<file path="config.mk">
export PLATFORM = sky130hd
export DESIGN_NAME = wb_arbiter_flat
export DESIGN_NICKNAME = d
export VERILOG_FILES = /design/src/rtl/wb_arbiter_if.sv /design/src/rtl/wb_arbiter.sv /design/src/flat_wrapper.sv
export SDC_FILE = /design/constraint.sdc
export NUM_CORES = 1
export LEC_CHECK = 0
export CAP_MARGIN = 20
export CORE_MARGIN = 2
export CORE_UTILIZATION = 50
export CTS_BUF_LIST = sky130_fd_sc_hd__clkbuf_8 sky130_fd_sc_hd__clkbuf_16
export DETAILED_ROUTE_END_ITERATION = 12
export PLACE_DENSITY_LB_ADDON = 0.12
export SLEW_MARGIN = 20
export SYNTH_ARGS = -nofsm -noshare
export SYNTH_HDL_FRONTEND = slang
export SYNTH_SLANG_ARGS = --single-unit
</file>
<file path="constraint.sdc">
create_clock -name clk -period 3.4 [get_ports clk]
set_input_delay 0.68 -clock clk [delete_from_list [all_inputs] [get_ports clk]]
set_output_delay 0.68 -clock clk [all_outputs]
set_load 0.02 [all_outputs]
</file>
<file path="src/rtl/wb_arbiter_if.sv">
// Writeback bus bundle for wb_arbiter: ALU and multiply result inputs on one
// side, register-file write port and status outputs on the other.
`ifndef REG_SIZE
`define REG_SIZE 32
`endif

interface wb_arbiter_if #(
    parameter int DEPTH  = 4,
    parameter int DATA_W = `REG_SIZE,
    parameter int ADDR_W = 5
);
    localparam int CNT_W = $clog2(DEPTH) + 1;

    logic              alu_valid;
    logic [ADDR_W-1:0] alu_dst;
    logic [DATA_W-1:0] alu_result;
    logic              alu_overflow;
    logic              m5_valid;
    logic [ADDR_W-1:0] m5_dst;
    logic [DATA_W-1:0] m5result;
    logic              m5_overflow;
    logic              alu_stall;
    logic              rf_we;
    logic [ADDR_W-1:0] rf_waddr;
    logic [DATA_W-1:0] rf_wdata;
    logic [CNT_W-1:0]  pending;
    logic              drop_err;
    logic              exc_ovf;
    logic [ADDR_W-1:0] exc_dst;

    // Execute-side producer and register-file consumer
    modport master (
        output alu_valid, alu_dst, alu_result, alu_overflow,
        output m5_valid, m5_dst, m5result, m5_overflow,
        input  alu_stall, rf_we, rf_waddr, rf_wdata, pending, drop_err, exc_ovf, exc_dst
    );

    // The arbiter itself
    modport slave (
        input  alu_valid, alu_dst, alu_result, alu_overflow,
        input  m5_valid, m5_dst, m5result, m5_overflow,
        output alu_stall, rf_we, rf_waddr, rf_wdata, pending, drop_err, exc_ovf, exc_dst
    );
endinterface

</file>
<file path="src/rtl/wb_arbiter.sv">
// Writeback arbiter: merges the ALU path and the 5-stage multiply tail onto one
// register-file write port. Multiply always wins; displaced ALU results queue
// in an in-order FIFO and alu_stall is raised while it is full.
// Optional feature macro: WB_OVF_EXC_EN (overflowing results raise exc_ovf
// instead of being written).
`ifndef REG_SIZE
`define REG_SIZE 32
`endif

module wb_arbiter #(
    parameter int DEPTH  = 4,
    parameter int DATA_W = `REG_SIZE,
    parameter int ADDR_W = 5
) (
    input logic        clk,
    input logic        reset,
    wb_arbiter_if.slave bus
);
    localparam int PTR_W = $clog2(DEPTH);
    localparam int CNT_W = PTR_W + 1;

    logic [ADDR_W-1:0] q_dst  [DEPTH];
    logic [DATA_W-1:0] q_data [DEPTH];
`ifdef WB_OVF_EXC_EN
    logic              q_ovf  [DEPTH];
`endif
    logic [PTR_W-1:0]  rd_ptr;
    logic [PTR_W-1:0]  wr_ptr;
    logic [CNT_W-1:0]  pending;
    logic              drop_err;

    logic              full;
    logic              fifo_empty;
    logic              m5_win;
    logic              alu_live;
    logic              push;
    logic              pop;
    logic              sel_valid;
    logic [ADDR_W-1:0] sel_dst;
    logic [DATA_W-1:0] sel_data;
    logic              sel_ovf;

    logic              rf_we_q;
    logic [ADDR_W-1:0] rf_waddr_q;
    logic [DATA_W-1:0] rf_wdata_q;

    assign full       = (pending == CNT_W'(DEPTH));
    assign fifo_empty = (pending == '0);

    // Port selection and FIFO push/pop decisions
    always_comb begin
        m5_win    = bus.m5_valid && (bus.m5_dst != '0);
        alu_live  = bus.alu_valid && (bus.alu_dst != '0) && !full;
        pop       = !m5_win && !fifo_empty;
        push      = alu_live && (m5_win || !fifo_empty);
        sel_valid = 1'b0;
        sel_dst   = '0;
        sel_data  = '0;
        sel_ovf   = 1'b0;
        if (m5_win) begin
            sel_valid = 1'b1;
            sel_dst   = bus.m5_dst;
            sel_data  = bus.m5result;
            sel_ovf   = bus.m5_overflow;
        end else if (!fifo_empty) begin
            sel_valid = 1'b1;
            sel_dst   = q_dst[rd_ptr];
            sel_data  = q_data[rd_ptr];
`ifdef WB_OVF_EXC_EN
            sel_ovf   = q_ovf[rd_ptr];
`endif
        end else if (alu_live) begin
            sel_valid = 1'b1;
            sel_dst   = bus.alu_dst;
            sel_data  = bus.alu_result;
            sel_ovf   = bus.alu_overflow;
        end
    end

    // FIFO storage; contents need no reset since pointers define validity
    always_ff @(posedge clk) begin
        if (push) begin
            q_dst[wr_ptr]  <= bus.alu_dst;
            q_data[wr_ptr] <= bus.alu_result;
`ifdef WB_OVF_EXC_EN
            q_ovf[wr_ptr]  <= bus.alu_overflow;
`endif
        end
    end

    // FIFO pointers, occupancy and sticky drop flag
    always_ff @(posedge clk) begin
        if (reset) begin
            rd_ptr   <= '0;
            wr_ptr   <= '0;
            pending  <= '0;
            drop_err <= 1'b0;
        end else begin
            if (push) wr_ptr <= wr_ptr + PTR_W'(1);
            if (pop)  rd_ptr <= rd_ptr + PTR_W'(1);
            if (push && !pop)      pending <= pending + CNT_W'(1);
            else if (pop && !push) pending <= pending - CNT_W'(1);
            if (bus.alu_valid && full) drop_err <= 1'b1;
        end
    end

`ifdef WB_OVF_EXC_EN
    logic              exc_ovf_q;
    logic [ADDR_W-1:0] exc_dst_q;

    // Registered write port; overflowing winners become an exception pulse
    always_ff @(posedge clk) begin
        if (reset) begin
            rf_we_q    <= 1'b0;
            rf_waddr_q <= '0;
            rf_wdata_q <= '0;
            exc_ovf_q  <= 1'b0;
            exc_dst_q  <= '0;
        end else begin
            rf_we_q   <= sel_valid && !sel_ovf;
            exc_ovf_q <= sel_valid && sel_ovf;
            if (sel_valid && !sel_ovf) begin
                rf_waddr_q <= sel_dst;
                rf_wdata_q <= sel_data;
            end
            if (sel_valid && sel_ovf) exc_dst_q <= sel_dst;
        end
    end

    assign bus.exc_ovf = exc_ovf_q;
    assign bus.exc_dst = exc_dst_q;
`else
    logic ovf_unused;
    assign ovf_unused = sel_ovf;

    // Registered write port; address/data hold while idle
    always_ff @(posedge clk) begin
        if (reset) begin
            rf_we_q    <= 1'b0;
            rf_waddr_q <= '0;
            rf_wdata_q <= '0;
        end else begin
            rf_we_q <= sel_valid;
            if (sel_valid) begin
                rf_waddr_q <= sel_dst;
                rf_wdata_q <= sel_data;
            end
        end
    end

    assign bus.exc_ovf = 1'b0;
    assign bus.exc_dst = '0;
`endif

    assign bus.alu_stall = full;
    assign bus.rf_we     = rf_we_q;
    assign bus.rf_waddr  = rf_waddr_q;
    assign bus.rf_wdata  = rf_wdata_q;
    assign bus.pending   = pending;
    assign bus.drop_err  = drop_err;
endmodule

</file>
<file path="src/flat_wrapper.sv">
// flat-port wrapper written by rule: the top's interface ports become plain ports
module wb_arbiter_flat 
#(
    parameter int DEPTH  = 4,
    parameter int DATA_W = `REG_SIZE,
    parameter int ADDR_W = 5
)
  (clk, reset, bus_alu_valid, bus_alu_dst, bus_alu_result, bus_alu_overflow, bus_m5_valid, bus_m5_dst, bus_m5result, bus_m5_overflow, bus_alu_stall, bus_rf_we, bus_rf_waddr, bus_rf_wdata, bus_pending, bus_drop_err, bus_exc_ovf, bus_exc_dst);
  wb_arbiter_if #(.DEPTH(DEPTH), .DATA_W(DATA_W), .ADDR_W(ADDR_W)) bus_i ();
  input logic clk;
  input logic reset;
  input wire logic [$bits(bus_i.alu_valid)-1:0] bus_alu_valid;
  input wire logic [$bits(bus_i.alu_dst)-1:0] bus_alu_dst;
  input wire logic [$bits(bus_i.alu_result)-1:0] bus_alu_result;
  input wire logic [$bits(bus_i.alu_overflow)-1:0] bus_alu_overflow;
  input wire logic [$bits(bus_i.m5_valid)-1:0] bus_m5_valid;
  input wire logic [$bits(bus_i.m5_dst)-1:0] bus_m5_dst;
  input wire logic [$bits(bus_i.m5result)-1:0] bus_m5result;
  input wire logic [$bits(bus_i.m5_overflow)-1:0] bus_m5_overflow;
  output wire logic [$bits(bus_i.alu_stall)-1:0] bus_alu_stall;
  output wire logic [$bits(bus_i.rf_we)-1:0] bus_rf_we;
  output wire logic [$bits(bus_i.rf_waddr)-1:0] bus_rf_waddr;
  output wire logic [$bits(bus_i.rf_wdata)-1:0] bus_rf_wdata;
  output wire logic [$bits(bus_i.pending)-1:0] bus_pending;
  output wire logic [$bits(bus_i.drop_err)-1:0] bus_drop_err;
  output wire logic [$bits(bus_i.exc_ovf)-1:0] bus_exc_ovf;
  output wire logic [$bits(bus_i.exc_dst)-1:0] bus_exc_dst;
  assign bus_i.alu_valid = bus_alu_valid;
  assign bus_i.alu_dst = bus_alu_dst;
  assign bus_i.alu_result = bus_alu_result;
  assign bus_i.alu_overflow = bus_alu_overflow;
  assign bus_i.m5_valid = bus_m5_valid;
  assign bus_i.m5_dst = bus_m5_dst;
  assign bus_i.m5result = bus_m5result;
  assign bus_i.m5_overflow = bus_m5_overflow;
  assign bus_alu_stall = bus_i.alu_stall;
  assign bus_rf_we = bus_i.rf_we;
  assign bus_rf_waddr = bus_i.rf_waddr;
  assign bus_rf_wdata = bus_i.rf_wdata;
  assign bus_pending = bus_i.pending;
  assign bus_drop_err = bus_i.drop_err;
  assign bus_exc_ovf = bus_i.exc_ovf;
  assign bus_exc_dst = bus_i.exc_dst;
  wb_arbiter #(.DEPTH(DEPTH), .DATA_W(DATA_W), .ADDR_W(ADDR_W)) u_core (.clk(clk), .reset(reset), .bus(bus_i));
endmodule
</file>
# After elaboration in Yosys (flattened, before gate mapping)

Memory sizes are Yosys's and may differ from the RTL's. A register that Yosys moved wholly into a read port is not among the register bits.
Index checks and enable logic that the tools add are counted.

Reductions and logical operators: 18
$add $sub $neg: 4
Muxes and demuxes: 17
Equality and inequality tests: 1

Operators with widths:

| cell                                                               | count |
|---|---|
| 32-bit 2-to-1 mux                                                  | 3 |
| 5-bit 2-to-1 mux                                                   | 3 |
| 5-bit nonzero test                                                 | 2 |
| 1-bit logical AND                                                  | 8 |
| 2-bit 2-to-1 mux                                                   | 4 |
| 3-bit 2-to-1 mux                                                   | 2 |
| 1-bit zero test                                                    | 5 |
| 1-bit 2-to-1 mux                                                   | 5 |
| 2-bit by 1-bit adder with 2-bit output, second input constant      | 2 |
| 3-bit by 1-bit adder with 3-bit output, second input constant      | 1 |
| 3-bit == test, second input constant                               | 1 |
| 3-bit zero test                                                    | 1 |
| 3-bit by 1-bit subtractor with 3-bit output, second input constant | 1 |
| 2-bit nonzero test                                                 | 1 |
| 1-bit logical OR                                                   | 1 |

Memories kept: 2
Word-level logic and storage cells: 49
Bits in registers: 46
RAM bits: 148
Bits of input ports: 80

Memories:

| name          | words | width | rd ports | clocked after Yosys merged registers in | write ports | line             | text |
|---|---|---|---|---|---|---|---|
| u_core.q_data | 4     | 32    | 1        | 1                                       | 1           | wb_arbiter.sv:23 | `logic [DATA_W-1:0] q_data [DEPTH];` |
| u_core.q_dst  | 4     | 5     | 1        | 1                                       | 1           | wb_arbiter.sv:22 | `logic [ADDR_W-1:0] q_dst [DEPTH];` |

# Depth between registers and ports, before layout

Gate-level depths: netlist of run 1.

Word-level depth: 8
Mapped depth: 11
Depth with buffers taken out: 9

# Least setup slack after synthesis of run 1

Ideal clock, no wire load.

Kind: in2reg
From: input bus_m5_dst[1]
To: register u_core.pending[2] (netlist: u_core.bus.pending[2])
Setup time: 0.071 ns
Setup slack: 0.371 ns
Arrival: 2.958 ns
Stages: 11
Buffers on the path: 2
Cells stage by stage: or4_4 o21ai_2 clkbuf_1 buf_2 nand2_1 ha_1 inv_1 fa_1 xor2_1 or3_1 a21oi_1

Word-level cells in the longest chain between the ends: 7
Elaborated cells on any way between the ends: 12
Those cells by class: mux: 1; reduce/logical: 11

RTL lines:

| element                                                       | line                                 | text |
|---|---|---|
| start, declared                                               | flat_wrapper.sv:17                   | `input wire logic [$bits(bus_i.m5_dst)-1:0] bus_m5_dst;` |
| 5-bit nonzero test *                                          | wb_arbiter.sv:52                     | `m5_win = bus.m5_valid && (bus.m5_dst != '0);` |
| 1-bit logical AND *                                           | wb_arbiter.sv:52                     |  |
| 1-bit zero test / 1-bit logical OR (equally long branches)    | wb_arbiter.sv:54, wb_arbiter.sv:55   |  |
| 1-bit logical AND, on equally long branches                   | wb_arbiter.sv:54, wb_arbiter.sv:55   |  |
| 1-bit zero test, on equally long branches                     | wb_arbiter.sv:101, wb_arbiter.sv:102 |  |
| 1-bit logical AND, on equally long branches                   | wb_arbiter.sv:101, wb_arbiter.sv:102 |  |
| 3-bit 2-to-1 mux / 2-bit nonzero test (equally long branches) | n/a                                  |  |
| end signal, assigned                                          | wb_arbiter.sv:101                    | `if (push && !pop) pending <= pending + CNT_W'(1);` |
| end signal, assigned                                          | wb_arbiter.sv:102                    | `else if (pop && !push) pending <= pending - CNT_W'(1);` |
| end, declared                                                 | wb_arbiter.sv:29                     | `logic [CNT_W-1:0] pending;` |

Mark *: on every way between the ends. The rest lies on a longest branch, timed or not.
A chain may end at the register's enable or synchronous reset.

# Final worst setup path of run 1

From: register u_core.pending[2] (netlist: u_core.bus.pending[2])
To: output bus_alu_stall

Word-level cells in the longest chain between the ends: 1

RTL lines:

| element       | line               | text |
|---|---|---|
| 3-bit == test | wb_arbiter.sv:47   | `assign full = (pending == CNT_W'(DEPTH));` |
| end, declared | flat_wrapper.sv:20 | `output wire logic [$bits(bus_i.alu_stall)-1:0] bus_alu_stall;` |

Every way passes these cells.

==> results of run 1 <==
placed cells by master, fill, tap and decap left out, types with 12 or more instances in the layout:
| cell type | Yosys | routed |
|---|---|---|
| sky130_fd_sc_hd__o311ai_0 | 12 | 12 |
| sky130_fd_sc_hd__mux4_2 | 37 | 37 |
| sky130_fd_sc_hd__clkdlybuf4s50_1 | 0 | 120 |
| sky130_fd_sc_hd__nor2_1 | 26 | 26 |
| sky130_fd_sc_hd__nor3_1 | 14 | 13 |
| sky130_fd_sc_hd__a21oi_1 | 21 | 21 |
| sky130_fd_sc_hd__dfxtp_1 | 48 | 46 |
| sky130_fd_sc_hd__or2_2 | 13 | 13 |
| sky130_fd_sc_hd__mux2i_1 | 14 | 14 |
| sky130_fd_sc_hd__buf_4 | 8 | 21 |
| sky130_fd_sc_hd__edfxtp_1 | 148 | 148 |
| sky130_fd_sc_hd__o41ai_1 | 15 | 15 |
| sky130_fd_sc_hd__nand2_1 | 26 | 26 |
| sky130_fd_sc_hd__clkbuf_16 | 0 | 17 |
kinds of logic after synthesis:
family | after synthesis
other | 1
adders and majority gates | 6
xor gates and xnor gates | 2
DFF | 196
muxes | 52
and+or+nand+nor | 106
buffers and inverters | 50
AOI/OAI and AO/OA | 98
routing by layer:
layer / GRT usage [%] / vias up / part of all wire, %
li1: - / 2285 / -
met1: 31.29 / 2556 / 43
met2: 37.90 / 168 / 50
met3: 4.153 / 21 / 5.4
met4: 8.198 / 0 / 1.6
met5: 0 / - / 0
path summary, 6_finish.rpt:
path | endpoint | slack, ns | cells past startpoint
max | bus_alu_stall | 0.52 | 3
min | flip-flop | 0.49 | 2
min reg2reg | flip-flop | 0.49 | 2
max reg2reg | u_core.bus.rf_wdata[12] | 1.13 | 4
where the power goes:
| group | switching [uW] | internal [uW] | total, uW |
|---|---|---|---|
| combinational | 1020 | 947 | 1970 |
| clock | 836 | 1140 | 1970 |
| sequential | 226 | 2930 | 3150 |
| total | 2080 | 5010 | 7090 |
per-stage QoR:
step / instances / util, % / cell area [um^2] / hold WS [ns] / total power [uW]
after global routing: 863 / 63.90 / 10110 / 0.5084 / 7404
after CTS: 863 / 63.90 / 10110 / 0.4932 / 7145
after global placement: 831 / 60.27 / 9539 / 0.4533 / 5133
final: 864 / 63.91 / 10120 / 0.4911 / 7093
after floorplan: 516 / - / 8069 / 0.4546 / 4390
after detailed placement: 831 / 60.27 / 9539 / 0.4780 / 5181
worst reg2reg max path: cells and delay by family (launching register included):
| family | cells | cell delay (ns) |
|---|---|---|
| flops | 1 | 0.94 |
| mux | 1 | 0.53 |
| simple gates | 1 | 0.20 |
| compound gates | 1 | 0.10 |
| buf+inv | 1 | 0.39 |
cell type report:
| cell class | instances | area [um^2] |
|---|---|---|
| fill | 1157 | 5712 |
| antenna | 1 | 2.502 |
| sequential | 196 | 5408 |
| tap | 216 | 270.3 |
| inverter | 6 | 22.52 |
| clock inverter | 15 | 148.9 |
| timing repair buffer | 143 | 1399 |
| multi-input combinational | 270 | 2440 |
| clock buffer | 17 | 425.4 |
flip-flops by register name, summed over array words and instances (netlist names), named ones only:
register	cells
u_core.rd_ptr	2
u_core.bus.pending	3
u_core.bus.rf_waddr	5
u_core.bus.drop_err	1
u_core.q_data	128
u_core.wr_ptr	2
u_core.q_dst	20
u_core.bus.rf_we	1
u_core.bus.rf_wdata	32
==> results.md, run 1 <==
- The run finished with clean final reports.
- In this run the most critical hold path is launched from u_core.rd_ptr[1].
- Port buffering added 120 buffers.
- The floorplan step defined a die boundary enclosing 17130 um^2.
- Measured along the y axis, the die boundary spans 130.9 um.
- Across the routed clock network, the largest skew measured is 0.005525 ns.
- The largest area contributor in the synthesized netlist is sky130_fd_sc_hd__edfxtp_1.
- In this run the static leakage power is 0.003352 uW.
- The buffer count from post-CTS setup fixing is 0.
- The number of instances resized during post-cts repair is 0.
- OpenSTA, run right after detailed placement, puts the worst setup slack at 0.2207 ns.
- Subtracting the final worst setup slack from the clock period gives 2.878 ns.
- The tightest slew margin relative to the limit is 28.99%.
- The first global-routing pass estimated 28810 um of wire.
- Setup slack closes at 0.5221 ns.
- Summed over its instances, the top area cell type makes up 55.21% of the synthesized netlist area.
- The transition time of the tightest slew-check pin is 1.065 ns.
- The sequential element share of the synthesized area is 67.14%.
- The tool flagged a number of max-cap violations equal to 0.
- The initialized floorplan defines 46 standard-cell rows.
- The detailed-placement wirelength estimate is 11680 um.
- After Yosys synthesis, full adders, half adders and majority gates account for 1.026% of the synthesized area.
- The number of hold-slack violations in the final timing report is 0.
- The critical-path cell with the highest stage delay is sky130_fd_sc_hd__clkdlybuf4s50_1.
- Entering global routing, the biggest net connects 44 pins.
- Relative to the synthesized area, the layout overhead comes to 25.66%.
- The number of detailed-route iterations in the first pass is 5.
- In this run the horizontal extent of the chip is 130.9 um.
- The number of nets still failing antenna checks after routing is 0.
- By area the synthesized netlist is led by sky130_fd_sc_hd__edfxtp_1, sky130_fd_sc_hd__dfxtp_1, sky130_fd_sc_hd__mux4_2, sky130_fd_sc_hd__mux2i_1, sky130_fd_sc_hd__o41ai_1.
- The total DRC errors in the routed layout is 0.
- The worst min-delay path category is flip-flop to flip-flop.
- The fmax is 347.5 MHz.
- After detailed routing, the total wire length is 18690 um.
- For this run, the leading register cell type out of synthesis is sky130_fd_sc_hd__edfxtp_1.
- The first routing iteration left 382 violations.
- The worst ir drop on vdd is 0.3884 mV.
- The gate count of the mapped netlist is 511.
- The detail-routed net length per standard cell is 21.63 um.
- The maximum root-to-sink buffer count is 2.
- The signal on the critical path passes through or3b_2, inv_1, clkdlybuf4s50_1.
- The clock latency on the worst-skew pair is 0.43 ns.
- The portion of synthesized area spent on multiplexers is 12.23%.
- The simple-gate area share of the yosys netlist is 6.528%.
- The synthesized design contains 196 register bits.
- The clock-pin slew on the worst setup and hold paths is 0.06 ns.
- Setup violations remaining at the end of the flow were counted as 0.
- The stage delay of the slowest cell on the critical path is 0.61 ns.
- The xor-xnor portion of the synthesized cell area is 0.2176%.
- The clock buffer count from CTS is 17.
- The dominant combinational cell family by area after synthesis is multiplexers.
- Averaged over all synthesized cells, the footprint is 15.75 um^2.
- In this run, synthesis inferred 148 flip-flops with an integrated enable.
- The origin of the worst setup path is u_core.bus.pending[2].
- The effective utilization at floorplan is 50.86%.
- The clock sink count is 196.
- The post-route fraction of the period consumed by the critical path is 84.64%.
- The kind of capture point of the worst setup path is a primary output.
- In this run the power density over the cells is 701.1 nW/um^2.
- The tree is rooted in a sky130_fd_sc_hd__clkbuf_16.
- The synthesized area is 8050 um^2.
- The critical path class is flip-flop to primary output.
- Synthesis instantiated 45 different standard cells from the library.
- Data on the critical path is required at its endpoint by 2.72 ns.
- Yosys printed 0 warnings.
- The most common cell in the synthesized netlist is sky130_fd_sc_hd__edfxtp_1.
- The initial antenna violation count is 0.
- The largest fanout of any net on the critical path is 7.
- Data arrives at the worst endpoint at 2.20 ns.
- The overall global routing resource usage is 23.06%.
- The number of pins with negative max-slew slack in the final report is 0.
- The routed layout has 5030 vias.
- The compound-gate portion of the synthesized area is 9.792%.
- The nature of the critical path startpoint is a flip-flop.
- By count the netlist is led by sky130_fd_sc_hd__edfxtp_1, sky130_fd_sc_hd__dfxtp_1, sky130_fd_sc_hd__mux4_2, sky130_fd_sc_hd__clkbuf_1.
- The number of nets in the final layout is 720.
- The sum of buffers and inverters on the critical path is 2.
- The TritonCTS clock tree is yes.
- The sum of negative setup slack is 0 ns.
- The critical path's top delay family is buffers and inverters.
- In this run the count of I/O pins placed on the die edge is 129.
- Using the TritonRoute via totals, the vias-per-cell ratio works out to 5.822.
- After synthesis, the share of flip-flops with an asynchronous set or reset is 0%.
- The core footprint is 15830 um^2.
- The number of global-route vias before repair is 5251.
- Setup repair after global routing left no endpoint under its margin.
- The count of H-tree levels built during CTS is 4.
- The final weighted congestion of routability-driven global placement is 0.8158.
- In this run, post-CTS hold repair placed 0 buffers.
- The sum of overflow across all layers after global routing is 0.
- The ratio of cells with drive above 1 in the final layout is 18.70%.
No activity file was read; power rests on OpenSTA's default activity.
==> run 2: changes to the inputs <==
--- a/config.mk
+++ b/config.mk
@@ -7,7 +7,7 @@
 export LEC_CHECK = 0
 export CAP_MARGIN = 20
 export CORE_MARGIN = 2
-export CORE_UTILIZATION = 50
+export CORE_UTILIZATION = 48
 export CTS_BUF_LIST = sky130_fd_sc_hd__clkbuf_8 sky130_fd_sc_hd__clkbuf_16
 export DETAILED_ROUTE_END_ITERATION = 12
 export PLACE_DENSITY_LB_ADDON = 0.12
==> constraint.sdc (replaced) <==
create_clock -name clk -period 2.46 [get_ports clk]
set_input_delay 0.492 -clock clk [delete_from_list [all_inputs] [get_ports clk]]
set_output_delay 0.492 -clock clk [all_outputs]
set_load 0.02 [all_outputs]
==> results.md, run 2 (synthesized netlist as in run 1, its figures left out) <==
- The cell depth of the worst flop-to-flop path is 9 (+5).
- The arrival time at the worst endpoint came to 2.72 ns (+0.52 ns).
- The total DRC errors in the routed layout was 0 (unchanged).
- The routing usage on met3 was 4.452% (+0.30 points).
- Broken down by cell family, the worst path's largest delay share belongs to simple AND/OR/NAND/NOR gates.
- The sum of negative setup slack is 0 ns (unchanged).
- Walking the worst path, the cells encountered are clkdlybuf4s50_1, or4_4, o21ai_2, a21oi_2, ha_4, inv_2, fa_2, xor2_1, or3_1, a21oi_2.
- The number of max-capacitance violations reported is 0 (unchanged).
- The clock-pin slew on the worst setup and hold paths is 0.07 ns (about the same).
- The met2 capacity usage during global routing is 37.77% (-0.13 points).
- In this run the most critical hold path is launched from u_core.rd_ptr[1].
- The end-of-flow core utilization is 63.77% (-0.14 points).
- The final-report setup violation count is 0 (unchanged).
- The power per cell area is 974.3 nW/um^2 (+39%).
- The number of global-route vias before repair is 5354 (+2.0%).
- The sum of buffers and inverters on the critical path is 2 (unchanged).
- The post-route fraction of the period consumed by the critical path is 95.84%.
- The core footprint is 16470 um^2 (+4.0%).
- The clock latency on the worst-skew pair is 0.43 ns (about the same).
- TritonCTS built the clock tree.
- The layer with the highest usage after global routing is met2.
- The pin count of the biggest net entering global routing is 42 (-4.5%).
- The top cell types in the final layout, fill and taps aside, are sky130_fd_sc_hd__edfxtp_1, sky130_fd_sc_hd__clkdlybuf4s50_1, sky130_fd_sc_hd__dfxtp_1, sky130_fd_sc_hd__buf_4, sky130_fd_sc_hd__mux4_2.
- The number of flip-flops under the largest register name is 128 (unchanged).
- The path class of the tightest hold or removal check is flip-flop to flip-flop.
- The cell total after placement is 862 (+3.7%).
- The worst-case register-to-register setup slack came to 0.33 ns (-0.80 ns).
- The width of the die is 133.5 um (+2.0%).
- The worst hold path cell count is 2 (unchanged).
- The cts-stage hold buffer count came to 0 (unchanged).
- The overall global routing resource usage was 22.57% (-0.49 points).
- The number of vias per cell after detailed routing is 5.744 (-1.3%).
- The run finished with clean final reports.
- The worst setup path is of the primary input to flip-flop kind.
- In this run the critical register-to-register path is captured at u_core.bus.pending[2].
- The area added between synthesis and finish is 30.43%.
- The global-route wire length before repair is 29830 um (+3.5%).
- The number of nets in the final layout is 747 (+3.8%).
- The detailed-placement wirelength estimate is 12790 um (+9.5%).
- The number of pins with negative max-slew slack in the final report came to 0 (unchanged).
- The worst setup path is launched from a primary input.
- The stage delay of the slowest cell on the critical path came to 0.60 ns (about the same).
- The count of input and output buffers is 120 (unchanged).
- The most common cell type on the critical path is sky130_fd_sc_hd__a21oi_2.
- The number of fill cells was 1220 (+5.4%).
- The startpoint identified for the worst register-to-register timing path is u_core.bus.pending[0].
- The initial antenna violation count is 0 (unchanged).
- The final weighted congestion of routability-driven global placement was 0.7536 (-7.6%).
- The required time reported for the critical path endpoint was 2.83 ns (+0.11 ns).
- The count of H-tree levels built during CTS is 4 (unchanged).
- The worst ir drop on vdd was 0.5543 mV (+43%).
- The total detailed-routing wirelength is 19090 um (+2.1%).
- The antenna diode count was 0 (-1).
- The post-route clock skew came to 0.007464 ns (+0.001939 ns).
- The violation count after the first detailed-routing iteration is 379 (-0.79%).
- The non-filler instance count after layout was 894 (+3.5%).
- The vertical die dimension was 133.5 um (+2.0%).
- The maximum root-to-sink buffer count came to 2 (unchanged).
- The fmax is 424.2 MHz.
- The slowest stage of the critical path is the sky130_fd_sc_hd__or4_4 cell.
- The number of primary I/O pins is 129 (unchanged).
- The post-route minimum period is 2.358 ns.
- The clock buffer count from CTS came to 17 (unchanged).
- The leakage power summed over all cells is 0.003540 uW (+5.6%).
- The worst hold-check slack is 0.5094 ns (+0.01829 ns).
- The site row count came to 47 (+2.2%).
- The vias after detailed routing is 5135 (+2.1%).
- The clock sink count is 196 (unchanged).
- The effective utilization at floorplan is 48.89% (-2.0 points).
- Leaving out fill and tap cells, the most frequent cell in the layout is sky130_fd_sc_hd__edfxtp_1.
- The ratio of cells with drive above 1 in the final layout is 23.44% (+4.7 points).
- The register with the most flip-flops in the final layout is u_core.q_data.
- The sum of overflow across all layers after global routing is 0 (unchanged).
- The met1 track demand over resource in global routing is 29.73% (-1.6 points).
- The detail-routed net length per standard cell is 21.35 um (-1.3%).
- The number of detailed-route iterations in the first pass is 5 (unchanged).
- The number of hold-slack violations in the final timing report came to 0 (unchanged).
- The area enclosed by the die boundary came to 17820 um^2 (+4.0%).
- The number of nets still failing antenna checks after routing is 0 (unchanged).
- The largest fanout of any net on the critical path is 3 (-4).
- The tree is rooted in a sky130_fd_sc_hd__clkbuf_16.
- STA classifies the critical path endpoint as a flip-flop.
-- run 2: routing by layer --
| metal | up-vias | part of all wire (%) |
|---|---|---|
| met5 | - | 0 |
| met4 | 0 | 1.2 |
| met3 | 17 | 5.2 |
| met2 | 166 | 52 |
| met1 | 2615 | 42 |
| li1 | 2337 | - |
-- run 2: where the power goes --
part,total (uW),internal [uW],switching [uW]
Combinational,3030,1480,1550
Clock,2940,1750,1180
Sequential,4270,4040,228
-- run 2: how the worst max path moves through the flow --
stage                  start               endpoint  slack (ns)  cells past startpoint
2_1_floorplan  bus_m5_dst[4]  u_core.bus.pending[2]       -0.11                     11
3_5_place_dp   bus_m5_dst[4]  u_core.bus.pending[2]       -0.37                     10
3_3_place_gp   bus_m5_dst[4]  u_core.bus.pending[2]       -0.32                     10
5_1_grt        bus_m5_dst[1]  u_core.bus.pending[2]       -0.02                     10
4_1_cts        bus_m5_dst[4]  u_core.bus.pending[2]        0.07                     10
6_report       bus_m5_dst[1]  u_core.bus.pending[2]        0.10                     10
-- run 2: cell type report --
| type | count | area (um^2) | area share (%) |
|---|---|---|---|
| clock buffer | 19 | 452.9 | 4.314 |
| sequential | 196 | 5409 | 51.51 |
| clock inverter | 13 | 180.2 | 1.716 |
| tap | 220 | 275.3 | 2.622 |
| multi-input combinational | 270 | 2472 | 23.55 |
| timing repair buffer | 170 | 1688 | 16.07 |
| inverter | 6 | 22.52 | 0.2145 |
-- run 2: through the flow --
stage / total power [uW] / cell area (um^2) / setup slack [ns]
finish: 10230 / 10500 / 0.1024
global route: 10700 / 10500 / -0.01874
CTS: 10310 / 10490 / 0.06699
detailed placement: 7379 / 9856 / -0.3654
global placement: 7303 / 9856 / -0.3162
floorplan: 6100 / 8115 / -0.1100
-- run 2: what timing repair did --
| item | CTS | global route |
|---|---|---|
| endpoints found under the setup margin | 1 | 2 |
| pin swaps | 0 | 1 |
| endpoints found under the hold margin | 0 | 0 |
| buffers inserted | 0 | 0 |
| gates resized for setup | 2 | 4 |
-- run 2: worst min-delay path, stage by stage, from the launching register on --
cell and delay, ns:
sky130_fd_sc_hd__dfxtp_1 0.32, sky130_fd_sc_hd__o31ai_1 0.07, sky130_fd_sc_hd__a21oi_1 0.08
